`src/rtl/branch_resolver_pkg.sv`:
```
// Shared CPU types for branch resolution and BTB update traffic.
// Header-only: no latency, no flow control.
package cpu_types_pkg;

    localparam int BPQ_DEPTH = 2;

    typedef struct packed {
        logic [29:0] tag;
        logic [29:0] target;
    } bpupd_t;

    typedef enum logic {
        IDLE,
        FLUSH
    } brres_state_t;

endpackage

```
`src/rtl/branch_resolver_if.sv`:
```
// Resolution inputs and predictor update handshake; master is the update writer.
// Wires only: no latency. upd_valid/upd_ready is a plain valid-ready handshake.
interface branch_resolver_if;

    logic        res_valid;
    logic [29:0] res_pc;
    logic        res_taken;
    logic [29:0] res_target;
    logic [29:0] res_npc;
    logic        pred_hit;
    logic [29:0] pred_addr;

    logic        upd_valid;
    logic        upd_ready;
    logic [29:0] upd_tag;
    logic [29:0] upd_target;

    modport master (
        input  res_valid, res_pc, res_taken, res_target, res_npc,
        input  pred_hit, pred_addr,
        input  upd_ready,
        output upd_valid, upd_tag, upd_target
    );

    modport slave (
        output res_valid, res_pc, res_taken, res_target, res_npc,
        output pred_hit, pred_addr,
        output upd_ready,
        input  upd_valid, upd_tag, upd_target
    );

endinterface

```
`src/rtl/branch_update_fifo.sv`:
```
// In-order bpupd_t FIFO feeding the predictor update port.
// Latency: push visible at head the next cycle. Full push without pop is dropped (overflow pulse).
module branch_update_fifo
    import cpu_types_pkg::*;
#(
    parameter int DEPTH = BPQ_DEPTH
) (
    input  logic   CLK,
    input  logic   RST,
    input  logic   push,
    input  bpupd_t push_dat,
    input  logic   pop,
    output bpupd_t head_dat,
    output logic   full,
    output logic   empty,
    output logic   overflow
);

    localparam int AW = $clog2(DEPTH);
    localparam logic [AW:0] PTR_ONE = 1;

    bpupd_t      mem [DEPTH];
    logic [AW:0] wr_ptr;
    logic [AW:0] rd_ptr;
    logic        do_pop;
    logic        do_push;

    // Extra pointer bit distinguishes full from empty when the indices match.
    assign empty    = (wr_ptr == rd_ptr);
    assign full     = (wr_ptr[AW] != rd_ptr[AW]) && (wr_ptr[AW-1:0] == rd_ptr[AW-1:0]);
    assign do_pop   = pop & ~empty;
    assign do_push  = push & (~full | do_pop);
    assign overflow = push & full & ~do_pop;
    assign head_dat = mem[rd_ptr[AW-1:0]];

    always_ff @(posedge CLK or posedge RST) begin
        if (RST) begin
            wr_ptr <= '0;
            rd_ptr <= '0;
        end else begin
            if (do_push) wr_ptr <= wr_ptr + PTR_ONE;
            if (do_pop)  rd_ptr <= rd_ptr + PTR_ONE;
        end
    end

    always_ff @(posedge CLK) begin
        if (do_push) mem[wr_ptr[AW-1:0]] <= push_dat;
    end

endmodule

```
`src/rtl/branch_resolver.sv`:
```
// Execute-stage branch resolution: one-shot flush/redirect on mispredict, BTB update queue.
// Latency: flush/redirect_pc one cycle after acceptance; update head one cycle after enqueue.
// Backpressure: upd_ready stalls the queue head; overflow discards. BRANCH_RESOLVER_STATS_EN adds counters.
module branch_resolver
    import cpu_types_pkg::*;
#(
    parameter int DEPTH = BPQ_DEPTH
) (
    input  logic               CLK,
    input  logic               RST,
    input  logic               stall,
    branch_resolver_if.master  bif,
    output logic               flush,
    output logic [31:0]        redirect_pc
`ifdef BRANCH_RESOLVER_STATS_EN
   ,output logic [31:0]        br_count,
    output logic [31:0]        mispred_count,
    output logic [15:0]        drop_count
`endif
);

    brres_state_t state;
    brres_state_t state_nxt;
    logic         accept;
    logic         taken_mis;
    logic         nt_mis;
    logic         mispred;
    logic         enqueue;
    logic [29:0]  redirect_word;
    bpupd_t       push_dat;
    bpupd_t       head_dat;
    logic         q_empty;
    logic         q_pop;
`ifdef BRANCH_RESOLVER_STATS_EN
    logic         q_overflow;
`endif

    assign accept    = bif.res_valid & ~stall & (state == IDLE);
    // A taken branch needs a BTB write unless the BTB already held the right target.
    assign taken_mis = bif.res_taken & (~bif.pred_hit | (bif.pred_addr != bif.res_target));
    // Hit-but-not-taken redirects only: the predictor cannot invalidate an entry.
    assign nt_mis    = ~bif.res_taken & bif.pred_hit;
    assign mispred   = accept & (taken_mis | nt_mis);
    assign enqueue   = accept & taken_mis;

    assign push_dat.tag    = bif.res_pc;
    assign push_dat.target = bif.res_target;

    always_ff @(posedge CLK or posedge RST) begin
        if (RST) state <= IDLE;
        else     state <= state_nxt;
    end

    always_comb begin
        state_nxt = state;
        case (state)
            IDLE:    if (mispred) state_nxt = FLUSH;
            FLUSH:   if (!stall)  state_nxt = IDLE;
            default: state_nxt = IDLE;
        endcase
    end

    always_comb begin
        flush = (state == FLUSH);
    end

    always_ff @(posedge CLK or posedge RST) begin
        if (RST)          redirect_word <= '0;
        else if (mispred) redirect_word <= bif.res_taken ? bif.res_target : bif.res_npc;
    end

    assign redirect_pc = {redirect_word, 2'b00};

    branch_update_fifo #(
        .DEPTH (DEPTH)
    ) u_fifo (
        .CLK      (CLK),
        .RST      (RST),
        .push     (enqueue),
        .push_dat (push_dat),
        .pop      (q_pop),
        .head_dat (head_dat),
        .full     (),
        .empty    (q_empty),
`ifdef BRANCH_RESOLVER_STATS_EN
        .overflow (q_overflow)
`else
        .overflow ()
`endif
    );

    assign bif.upd_valid  = ~q_empty;
    assign bif.upd_tag    = head_dat.tag;
    assign bif.upd_target = head_dat.target;
    assign q_pop          = bif.upd_valid & bif.upd_ready;

`ifdef BRANCH_RESOLVER_STATS_EN
    always_ff @(posedge CLK or posedge RST) begin
        if (RST) begin
            br_count      <= '0;
            mispred_count <= '0;
            drop_count    <= '0;
        end else begin
            if (accept && br_count != '1)       br_count      <= br_count + 32'd1;
            if (mispred && mispred_count != '1) mispred_count <= mispred_count + 32'd1;
            if (q_overflow && drop_count != '1) drop_count    <= drop_count + 16'd1;
        end
    end
`endif

endmodule
```
`src/flat_wrapper.sv`:
```
// flat-port wrapper written by rule: the top's interface ports become plain ports
module branch_resolver_flat import cpu_types_pkg::*;
#(
    parameter int DEPTH = BPQ_DEPTH
)
  (CLK, RST, stall, flush, redirect_pc, bif_res_valid, bif_res_pc, bif_res_taken, bif_res_target, bif_res_npc, bif_pred_hit, bif_pred_addr, bif_upd_ready, bif_upd_valid, bif_upd_tag, bif_upd_target);
  branch_resolver_if bif_i ();
  input  logic CLK;
  input  logic RST;
  input  logic stall;
  output logic flush;
  output logic [31:0] redirect_pc;
  input wire logic [$bits(bif_i.res_valid)-1:0] bif_res_valid;
  input wire logic [$bits(bif_i.res_pc)-1:0] bif_res_pc;
  input wire logic [$bits(bif_i.res_taken)-1:0] bif_res_taken;
  input wire logic [$bits(bif_i.res_target)-1:0] bif_res_target;
  input wire logic [$bits(bif_i.res_npc)-1:0] bif_res_npc;
  input wire logic [$bits(bif_i.pred_hit)-1:0] bif_pred_hit;
  input wire logic [$bits(bif_i.pred_addr)-1:0] bif_pred_addr;
  input wire logic [$bits(bif_i.upd_ready)-1:0] bif_upd_ready;
  output wire logic [$bits(bif_i.upd_valid)-1:0] bif_upd_valid;
  output wire logic [$bits(bif_i.upd_tag)-1:0] bif_upd_tag;
  output wire logic [$bits(bif_i.upd_target)-1:0] bif_upd_target;
  assign bif_i.res_valid = bif_res_valid;
  assign bif_i.res_pc = bif_res_pc;
  assign bif_i.res_taken = bif_res_taken;
  assign bif_i.res_target = bif_res_target;
  assign bif_i.res_npc = bif_res_npc;
  assign bif_i.pred_hit = bif_pred_hit;
  assign bif_i.pred_addr = bif_pred_addr;
  assign bif_i.upd_ready = bif_upd_ready;
  assign bif_upd_valid = bif_i.upd_valid;
  assign bif_upd_tag = bif_i.upd_tag;
  assign bif_upd_target = bif_i.upd_target;
  branch_resolver #(.DEPTH(DEPTH)) u_core (.CLK(CLK), .RST(RST), .stall(stall), .bif(bif_i), .flush(flush), .redirect_pc(redirect_pc));
endmodule
```
`config.mk`:
```
export PLATFORM = sky130hd
export DESIGN_NAME = branch_resolver_flat
export DESIGN_NICKNAME = d
export VERILOG_FILES = /design/src/rtl/branch_resolver_pkg.sv /design/src/rtl/branch_resolver_if.sv /design/src/rtl/branch_update_fifo.sv /design/src/rtl/branch_resolver.sv /design/src/flat_wrapper.sv
export SDC_FILE = /design/constraint.sdc
export NUM_CORES = 1
export LEC_CHECK = 0
export CAP_MARGIN = 30
export CORE_MARGIN = 2
export CORE_UTILIZATION = 50
export CTS_CLUSTER_SIZE = 10
export DETAILED_ROUTE_END_ITERATION = 10
export PLACE_DENSITY = 0.88
export SYNTH_ARGS = -nofsm -noshare
export SYNTH_HDL_FRONTEND = slang
export SYNTH_HIERARCHICAL = 1
export SYNTH_SLANG_ARGS = --single-unit
```
`constraint.sdc`:
```
create_clock -name CLK -period 13.9 [get_ports CLK]
set_clock_uncertainty 0.2 [all_clocks]
set_input_delay 2.78 -clock CLK [delete_from_list [all_inputs] [get_ports CLK]]
set_output_delay 2.78 -clock CLK [all_outputs]
set_load 0.005 [all_outputs]
```
==> results of run 1 <==
-- power by group --
| group | internal [mW] | switching, mW |
|---|---|---|
| Sequential | 0.550 | 0.0492 |
| Combinational | 0.257 | 0.160 |
| Clock | 0.261 | 0.175 |
-- per-layer routing --
metal / GRT usage / share of wire / up-vias
li1: - / - / 2295
met4: 0.0841 / 0.015 / 0
met5: 0 / 0 / -
met2: 0.404 / 0.49 / 293
met3: 0.0658 / 0.082 / 23
met1: 0.330 / 0.41 / 2478
-- cells in the final DEF (no fill, tap or decap), types with 2 or more instances in the layout --
master and count:
clkdlybuf4s50_1 217, edfxtp_1 120, mux2_2 60, nand2_1 36, dfrtp_1 34, o21ai_0 33, and3_1 31, o211ai_1 27
clkbuf_16 18, xor2_1 17, xnor2_1 16, nand3_1 16, a21boi_0 16, a22oi_1 14, inv_4 6, buf_4 6
nand4_1 5, clkinv_2 4, inv_1 4, nor4_1 3, nor3_1 3, o211ai_2 3, clkbuf_1 2, o21a_1 2
nor2b_1 2, nor2_1 2, conb_1 2, buf_16 2
-- worst max-delay path, delay by kind of cell --
family | cells | cell delay [ns]
xor+xnor | 1 | 0.33
buf+inv | 4 | 1.56
simple gates | 5 | 1.06
compound gates | 1 | 0.78
-- final cells by class --
| type | count | area, um2 | area share |
|---|---|---|---|
| Inverter | 5 | 18.8 | 0.00192 |
| Sequential cell | 155 | 4480 | 0.458 |
| Timing Repair Buffer | 227 | 2290 | 0.234 |
| Clock buffer | 21 | 472 | 0.0482 |
| Tap cell | 176 | 220 | 0.0225 |
| Multi-Input combinational cell | 300 | 2230 | 0.227 |
| Clock inverter | 11 | 87.6 | 0.00894 |
-- how the worst max path moves through the flow --
stage          slack [ns]                       end
2_1_floorplan        6.60   u_core/u_fifo/mem[1][0]
3_3_place_gp         6.62  u_core/u_fifo/mem[1][41]
3_5_place_dp         6.47   u_core/u_fifo/mem[1][2]
4_1_cts              6.88   u_core/u_fifo/mem[1][2]
5_1_grt              6.98   u_core/u_fifo/mem[1][0]
6_report             7.18   u_core/u_fifo/mem[1][9]
-- registers in the layout (all words and copies together) (netlist names) --
name                  flops
u_core/flush              1
u_core/u_fifo/rd_ptr      2
u_core/u_fifo/mem       120
u_core/u_fifo/wr_ptr      2
u_core/redirect_word     30
==> metrics.csv, run 1 <==
stage,metric,value,unit
run_status,status,"finished, final reports clean",
routing,routed_wl,18.3,mm
floorplanning,start_util,0.517,
critical_path,worstPathMaxFanout,32,
job,max_cap_violations,0,
grt,antenna_found_initial,0,
timing,setup_ws,7.18,ns
min_path,worstHoldStart,u_core/redirect_word[27],
timing,worstMarginPinSlew,0.980,ns
final_layout,drive_above_1_share,0.153,
critical_path,cp_common_cell,buf_4,
cts,worstSkewPairLatency,0.41,ns
grt,grt-ovfl-total,0,
critical_path,cp-start-kind,input port,
routing,wl_per_cell,20.4,um
cts,cts_setup_buffers,0,
pwr,p_per_area,148,nW/um2
place,place_congestion,0.924,
place,port_buffers,218,
min_path,hp-class,flop to flop,
timing,tns,0,ns
timing,grt_setup_unrepaired,false,
cts,root_buffer,clkbuf_16,
critical_path,crit_path_end_kind,flop,
routing,drtIter0Drc,468,
pwr,leakage,3.53,nW
grt,grtUsageTotal,0.250,
critical_path,r2r_cells,7,
cts,cts_resized,0,
logic_synthesis,syn_inst,494,
routing,viasPerCell,5.69,
pwr,peakVddDrop,107,uV
critical_path,crit_type,input port to flop,
final_layout,layout.cells.non_filler,895,
place,pre_cts_ws,6.47,ns
cts,numClockSinks,155,
critical_path,path_cells,clkdlybuf4s50_1 > xor2_1 > nor4_1 > nand4_1 > buf_4 > or2_1 > buf_16 > and3_1 > nand2_1 > a21oi_4 > buf_4,
critical_path,max_stage_delay,0.78,ns
place,placed_cells,862,
grt,grt_pass1_vias,4986,
floorplanning,core_area,13300,um2
logic_synthesis,synth_area,6900,um2
routing,vias,5089,
place,placed_area,9210,um2
final_layout,syn_to_final_growth,42.0,%
final_layout,fin_area,9790,um2
routing,drt_drc_violations_left,0,
routing,antenna_left,0,
final_layout,antenna_cells,0,
logic_synthesis,yosysWarnings,6,
critical_path,reg2reg_setup_slack,9.74,ns
timing,fin_crit_sh,0.483,
min_path,whs_endpoint,u_core/redirect_word[27],
floorplanning,die_y,121,um
cts,holdBufCountCts,0,
logic_synthesis,syn_area_per_cell,14.0,um2
critical_path,arrival,6.58,ns
floorplanning,num_io_pins,221,
floorplanning,die-area,14700,um2
grt,grt_max_degree,66,
min_path,min_delay_path_depth,2,
critical_path,cp.required,13.76,ns
timing,fin_hold_ws,0.380,ns
final_layout,filler_cell_count,870,
timing,hold_viol,0,
final_layout,nNetsFinal,833,
final_layout,final_util,0.734,
timing,period_needed,6.72,ns
grt,grt_pass1_wl,27.5,mm
critical_path,r2r_start,u_core/u_fifo/rd_ptr[0],
critical_path,rr_endpoint,u_core/u_fifo/mem[1][9],
cts,clk_path_buf_depth,2,
timing,slew_headroom,0.345,
cts,path_clk_slew,0.06,ns
cts,cts_tree,built,
floorplanning,rows,42,
timing,drv_slew,0,
floorplanning,die_w,121,um
place,dp_hpwl,12.9,mm
critical_path,slowest_stage,a21oi_4,
routing,drtPass1Iterations,5,
timing,setup_viol,0,
timing,max_freq,0.149,GHz
cts,cts-buffers-inserted,17,
critical_path,startpoint,bif_res_target[2],
pwr,power,1.45,mW
cts,htree_levels,4,
No activity file was read; power rests on OpenSTA's default activity.
==> inputs of run 2 (changes only) <==
Settings changed: CORE_UTILIZATION 50 to 47, PLACE_DENSITY 0.88 to 0.83.
Clock period 13.9 ns to 6.2 ns, I/O delays scaled along.
==> run 2 against run 1 <==
Effect of this change:
- final cell count rose by 0.89%
- register-to-register slack lost 7.6 ns
- clock-buffer cell count up 4
- clock power up 120%
- combinational power is 130% higher
- non-clock buffer count stayed put
- wire length shrank 0.38%
- global-route usage is 2.0 points lower
- sequential share of layout area barely moved
==> metrics.csv, run 2 (same netlist as run 1, synthesis figures left out) <==
stage,metric,value,unit,change
cts,path_clk_slew,0.06,ns,about the same
grt,grtUsageTotal,0.230,,-0.0200
critical_path,max_stage_delay,0.76,ns,-0.02 ns
run_status,status,"finished, final reports clean",,
critical_path,crit_path_end_kind,flop,,
critical_path,slowest_stage,a21oi_4,,
floorplanning,die-area,15700,um2,+6.2%
timing,hold_viol,0,,unchanged
cts,holdBufCountCts,0,,unchanged
timing,tns,0,ns,unchanged
critical_path,r2r_start,u_core/u_fifo/rd_ptr[0],,
critical_path,path_cells,clkdlybuf4s50_1 > xnor2_1 > nand4_1 > or4_4 > or2_1 > and3_1 > nand2_1 > a21oi_4 > buf_4,,
critical_path,cp_top_family,simple AND/OR/NAND/NOR gates,,
timing,max_freq,0.221,GHz,
critical_path,worstPathMaxFanout,33,,+3.1%
place,dp_hpwl,13.0,mm,+0.16%
routing,drtIter0Drc,345,,-26%
final_layout,layout_common_cells,"217 x clkdlybuf4s50_1, 120 x edfxtp_1, 60 x mux2_2",,
final_layout,filler_cell_count,1040,,+20%
place,placed_cells,871,,+1.0%
cts,htree_levels,4,,unchanged
grt,grt-ovfl-total,0,,unchanged
final_layout,drive_above_1_share,0.149,,-0.00417
place,placed_area,9230,um2,+0.30%
grt,gr-usage-met1,0.312,,-0.0185
floorplanning,core_area,14400,um2,+8.1%
floorplanning,num_io_pins,221,,unchanged
cts,cts-buffers-inserted,17,,unchanged
cts,cts_resized,0,,unchanged
cts,cts_setup_buffers,0,,unchanged
place,pre_cts_ws,1.22,ns,-5.25 ns
pwr,peakVddDrop,234,uV,+120%
critical_path,cp-start-kind,input port,,
final_layout,layout.cells.non_filler,903,,+0.89%
grt,met2_usage,0.383,,-0.0211
grt,grt_max_degree,65,,-1.5%
final_layout,syn_to_final_growth,42.2,%,about the same
grt,grt_pass1_wl,27.7,mm,+0.86%
pwr,p_per_area,331,nW/um2,+120%
place,port_buffers,218,,unchanged
final_layout,fin_area,9800,um2,about the same
floorplanning,die_y,125,um,+3.0%
critical_path,crit_type,input port to flop,,
routing,drt_drc_violations_left,0,,unchanged
critical_path,reg2reg_setup_slack,2.12,ns,-7.62 ns
timing,setup_viol,0,,unchanged
cts,worstSkewPairLatency,0.41,ns,about the same
grt,grtUsageMet3,0.0445,,-0.0213
critical_path,critical_path_buf_inv_count,2,,-2
min_path,worstHoldStart,u_core/redirect_word[25],,
timing,worstMarginPinSlew,0.961,ns,-0.0197 ns
pwr,power,3.25,mW,+120%
timing,drv_slew,0,,unchanged
final_layout,largest_reg_flops,120,,unchanged
cts,root_buffer,clkbuf_16,,
routing,drtPass1Iterations,5,,unchanged
floorplanning,die_w,125,um,+3.0%
min_path,hp-class,flop to flop,,
timing,slew_headroom,0.358,,+0.0132
critical_path,rr_endpoint,u_core/u_fifo/mem[1][1],,
cts,clk_path_buf_depth,2,,unchanged
grt,antenna_found_initial,0,,unchanged
final_layout,antenna_cells,0,,unchanged
job,max_cap_violations,0,,unchanged
min_path,whs_endpoint,u_core/redirect_word[25],,
routing,wl_per_cell,20.1,um,-1.3%
critical_path,startpoint,bif_res_target[0],,
final_layout,final_util,0.680,,-0.0541
grt,top_usage_layer,met2,,
timing,setup_ws,1.67,ns,-5.51 ns
floorplanning,start_util,0.478,,-0.0385
critical_path,arrival,4.38,ns,-2.20 ns
pwr,leakage,3.52,nW,-0.34%
routing,routed_wl,18.2,mm,-0.38%
routing,viasPerCell,5.48,,-3.6%
place,place_congestion,0.926,,+0.24%
timing,period_needed,4.53,ns,
cts,cts_tree,built,,
timing,grt_setup_unrepaired,false,,
critical_path,r2r_cells,7,,unchanged
timing,fin_crit_sh,0.731,,
min_path,min_delay_path_depth,2,,unchanged
final_layout,mostFrequentLayoutCell,clkdlybuf4s50_1,,
final_layout,nNetsFinal,833,,unchanged
floorplanning,rows,44,,+4.8%
timing,fin_hold_ws,0.367,ns,-0.0133 ns
routing,antenna_left,0,,unchanged
critical_path,worst-path-stages,9,,-2
critical_path,cp.required,6.04,ns,-7.72 ns
cts,numClockSinks,155,,unchanged
routing,vias,4950,,-2.7%
grt,grt_pass1_vias,4920,,-1.3%
run 2: worst max-delay path by stage:
stage,to,slack [ns]
final,u_core/u_fifo/mem[1][1],1.67
after global placement,u_core/u_fifo/mem[1][56],1.35
after CTS,u_core/u_fifo/mem[1][0],1.64
after floorplan,u_core/u_fifo/mem[1][0],0.44
after detailed placement,u_core/u_fifo/mem[1][44],1.22
after global routing,u_core/u_fifo/mem[1][0],1.44
run 2: layer usage:
layer | part of all wire | vias up
met5 | 0 | -
met4 | 0.011 | 0
met3 | 0.061 | 13
met2 | 0.50 | 217
met1 | 0.43 | 2425
li1 | - | 2295
run 2: cell type report:
| cell class | count | area [um2] | share of cell area |
|---|---|---|---|
| Sequential cell | 155 | 4480 | 0.457 |
| Multi-Input combinational cell | 300 | 2230 | 0.228 |
| Clock buffer | 25 | 519 | 0.0530 |
| Timing Repair Buffer | 227 | 2270 | 0.232 |
| Tap cell | 184 | 230 | 0.0235 |
| Inverter | 5 | 18.8 | 0.00191 |
| Clock inverter | 7 | 48.8 | 0.00498 |
run 2: worst register-to-register path, cell delays in order (launching register included):
cell,delay (ns)
dfrtp_2,0.74
buf_4,0.58
xor2_1,0.22
nor2_1,0.07
nor2b_1,0.36
nor2b_1,0.19
a21oi_4,0.79
buf_4,0.55
run 2: power by group:
part           internal (mW)  switching [mW]  total (mW)
sequential              1.23          0.0966        1.33
clock                  0.587           0.388       0.975
combinational          0.576           0.365       0.941
==> edit 1: new RTL, config.mk and constraints of run 2 <==
Change the package constant `BPQ_DEPTH` from 2 to 4.
--- a/src/rtl/branch_resolver_pkg.sv
+++ b/src/rtl/branch_resolver_pkg.sv
@@ -2,7 +2,7 @@
 // Header-only: no latency, no flow control.
 package cpu_types_pkg;
 
-    localparam int BPQ_DEPTH = 2;
+    localparam int BPQ_DEPTH = 4;
 
     typedef struct packed {
         logic [29:0] tag;
Formal check against the unedited RTL: not equivalent (Yosys sat finds a counterexample within 10 cycles, from zero or initial values and one cycle with RST high).
==> edit 1 against run 2 <==
Non-clock buffer count grew 2; routed wire length up 52%; sequential power is 73% higher; power grew 71%; area after synthesis grew 65%; sequential cell count rose by 122; register-to-register slack improved by 280 ps; clock power increased by 63%; worst setup slack improved by 220 ps; cell area up 51%; critical path type is now flop to primary output.
==> edit 1: results (changes against run 2) <==
.. list-table::
   :header-rows: 1

   * - Metric
     - Value
   * - Run status
     - completed (unchanged)
   * - Worst setup path endpoint
     - bif_upd_tag[26] (was u_core/u_fifo/mem[1][1])
   * - Fraction of power consumed by sequential logic
     - 41.4% (was 41.0%)
   * - Switch share
     - 26.2% (about the same)
   * - Leakage Power
     - 0.00498 uW (was 0.00352 uW)
   * - Hold Path Sink
     - u_core/u_fifo/rd_ptr[2] (was u_core/redirect_word[25])
   * - Area post-placement
     - 13900 um2 (was 9230 um2)
   * - Vias after detailed routing
     - 6921 (was 4950)
   * - Post-layout nets
     - 986 (was 833)
   * - Flip-flop count of the largest register after layout
     - 240 (was 120)
   * - Minimum setup slack among reg-to-reg paths
     - 2400 ps (was 2120 ps)
   * - Largest net degree at the start of global routing
     - 64 (was 65)
   * - Skew-Pair Late Insertion Delay
     - 530 ps (was 410 ps)
   * - 1st-iter DRT viols
     - 532 (was 345)
   * - Origin of the worst min-delay path
     - u_core/u_fifo/rd_ptr[2] (was u_core/redirect_word[25])
   * - Clock Power Share
     - 28.6% (was 30.0%)
   * - Initial antenna violation count
     - 1 (was 0)
   * - Worst endpoint data arrival time
     - 2870 ps (was 4380 ps)
   * - Largest vdd supply drop
     - 0.232 mV (was 0.234 mV)
   * - Placed Instances
     - 1137 (was 871)
   * - Mapped Cells
     - 633 (was 494)
   * - Largest buffer count on any clock path
     - 3 (was 2)
   * - Final worst setup slack
     - 1890 ps (was 1670 ps)
   * - Largest fanout on the critical path
     - 36 (was 33)
   * - Setup WS pre-CTS
     - 1410 ps (was 1220 ps)
   * - Number of global-route vias before repair
     - 7132 (was 4920)
   * - Smallest hold slack
     - 350 ps (was 367 ps)
[edit 1: worst reg2reg max path: stages, from the launching register on]
cell and delay, ps:
sky130_fd_sc_hd__dfrtp_4 630, sky130_fd_sc_hd__buf_16 310, sky130_fd_sc_hd__xor2_1 470, sky130_fd_sc_hd__nor3_1 210
sky130_fd_sc_hd__nor2b_1 460, sky130_fd_sc_hd__or4_4 270, sky130_fd_sc_hd__and3_4 830
[edit 1: per-layer routing]
metal | wire [um] | global-route usage [%]
met3 | 2600 | 5.40
met1 | 10600 | 27.8
met4 | 925 | 8.14
met2 | 13400 | 34.5
met5 | 0 | 0
[edit 1: area by class of cell]
cell class                 count  area (um2)
fill                        1686        8770
sequential                   277        8140
multi-input combinational    308        3060
timing repair buffer         229        2340
clock buffer                  56         870
tap                          319         399
inverter                       7        26.3
clock inverter                 1        3.75
antenna                        1        2.50
==> edit 2: new RTL, config.mk and constraints of run 2 <==
Without the edit above. Register the output `redirect_pc`, with the module's reset; this adds one clock of latency there. The other outputs are not delayed to match. Comments in the files are not updated.
--- a/src/rtl/branch_resolver.sv
+++ b/src/rtl/branch_resolver.sv
@@ -69,7 +69,13 @@
         else if (mispred) redirect_word <= bif.res_taken ? bif.res_target : bif.res_npc;
     end
 
-    assign redirect_pc = {redirect_word, 2'b00};
+    always_ff @(posedge CLK or posedge RST) begin
+        if (RST) begin
+            redirect_pc <= '0;
+        end else begin
+            redirect_pc <= {redirect_word, 2'b00};
+        end
+    end
 
     branch_update_fifo #(
         .DEPTH (DEPTH)
Check against the original RTL: not equivalent (Yosys sat finds a counterexample within 4 cycles, from zero or initial values and one cycle with RST high).
==> edit 2 against run 2 <==
Sequential cell count is 30 higher; worst setup slack gained 71 ps; maximum frequency grew 1.6%; combinational power grew 2.7%; routed wire length rose by 15%; cell area up 8.8%; via count up 9.9%; area after synthesis rose by 12%; power increased by 9.1%; critical endpoint is now u_core/u_fifo/mem[1][4]; largest cell class unchanged.
==> edit 2: results (changes against run 2) <==
.. list-table::
   :header-rows: 1

   * - Metric
     - Value
   * - Antenna cells
     - 0 (unchanged)
   * - Largest vdd supply drop
     - 0.216 mV (was 0.234 mV)
   * - DP Wirelength
     - 13.9 mm (was 13.0 mm)
   * - Global-route wire length before repair
     - 31.8 mm (was 27.7 mm)
   * - Flip-flop count of the largest register after layout
     - 120 (unchanged)
   * - Switch share
     - 26.6% (was 26.2%)
   * - Routed Wire Length
     - 20.9 mm (was 18.2 mm)
   * - CTS Root Cell
     - sky130_fd_sc_hd__clkbuf_16 (unchanged)
   * - Number of instances on the worst hold path
     - 0 (was 2)
   * - Number of cells upsized or downsized after cts
     - 0 (unchanged)
   * - Largest net degree at the start of global routing
     - 62 (was 65)
   * - Maximum cell stage delay along the critical path
     - 710 ps (was 760 ps)
   * - GPL Wtd Cong
     - 0.861 (was 0.926)
   * - Leakage Power
     - 0.00383 uW (was 0.00352 uW)
   * - Clock buffer count from CTS
     - 17 (unchanged)
   * - Critical-path top delay cell
     - sky130_fd_sc_hd__a21oi_4 (unchanged)
   * - Gate family responsible for the most delay along the worst path
     - simple AND/OR/NAND/NOR gates (unchanged)
   * - Worst endpoint data arrival time
     - 4380 ps (about the same)
   * - GRT Util Overall
     - 23.9% (was 23.0%)
   * - Number of H-tree branching levels
     - 4 (unchanged)
   * - Number of input and output port buffers inserted
     - 218 (unchanged)
   * - First drt pass iteration count
     - 5 (unchanged)
   * - Worst min path class
     - flop to flop (unchanged)
   * - Number of global-route vias before repair
     - 5603 (was 4920)
   * - Number of fill cells in the layout
     - 1159 (was 1040)
   * - 1st-iter DRT viols
     - 507 (was 345)
   * - Skew-Pair Late Insertion Delay
     - 420 ps
   * - Largest buffer count on any clock path
     - 2 (unchanged)
   * - Proportion of layout cells with a drive suffix above 1
     - 13.8% (was 14.9%)
   * - Clk slew on worst S/H paths
     - 70 ps
   * - Run status
     - completed (unchanged)
   * - Largest fanout on the critical path
     - 39 (was 33)
   * - Number of vias per cell
     - 5.56 (was 5.48)
   * - Count of cells along the worst register-to-register path
     - 6 (was 7)
   * - Number of synthesis warnings
     - 6 (unchanged)
   * - Buffers inserted by post-CTS timing repair
     - 0 (unchanged)
   * - Post-layout nets
     - 877 (was 833)
   * - Slew @ Worst Pin
     - 1000 ps (was 961 ps)
[edit 2: worst paths after layout]
| check | from | to | slack [ps] |
|---|---|---|---|
| worst min-delay path | u_core/redirect_word[16] | u_core/redirect_pc[18] | 210 |
| worst min register to register | u_core/redirect_word[16] | u_core/redirect_pc[18] | 210 |
| min in group asynchronous | RST | u_core/u_fifo/wr_ptr[0] | 870 |
| worst max-delay path | bif_res_target[10] | u_core/u_fifo/mem[1][4] | 1740 |
| worst max register to register | u_core/u_fifo/wr_ptr[1] | u_core/u_fifo/mem[1][4] | 3040 |
| max in group asynchronous | RST | u_core/redirect_pc[13] | 4030 |
[edit 2: per-stage QoR]
step / hold WS (ps) / worst slack [ps] / cells / util, % / cell area, um2
after floorplan: 169 / 455 / 543 / - / 7740
after global placement: 177 / 1410 / 945 / 63.1 / 10100
after detailed placement: 187 / 1310 / 947 / 63.3 / 10100
after CTS: 200 / 1750 / 979 / 66.7 / 10700
after global routing: 212 / 1580 / 979 / 66.7 / 10700
final: 205 / 1740 / 979 / 66.7 / 10700
[edit 2: layout make-up]
cell class | count | area [um2] | share of cell area [%]
sequential | 185 | 5230 | 49.0
multi-input combinational | 313 | 2320 | 21.8
timing repair buffer | 228 | 2290 | 21.5
clock buffer | 25 | 497 | 4.66
tap | 216 | 270 | 2.53
clock inverter | 7 | 38.8 | 0.364
inverter | 5 | 18.8 | 0.176
[edit 2: power groups by stage]
stage               registers [uW]  logic [uW]  clock network [uW]
finish                        1580         966                1000
global route                  1590        1030                1060
CTS                           1570         976                1010
detailed placement            1600         965                   0
global placement              1590         940                   0
floorplan                     1560         453                   0
[edit 2: metal layers]
metal	track usage [%]	share of wire, %	vias to the layer above
met2	39.1	49	287
met5	0	0	-
met3	6.27	8.3	31
met1	31.6	41	2673
met4	7.53	2.0	0
li1	-	-	2450
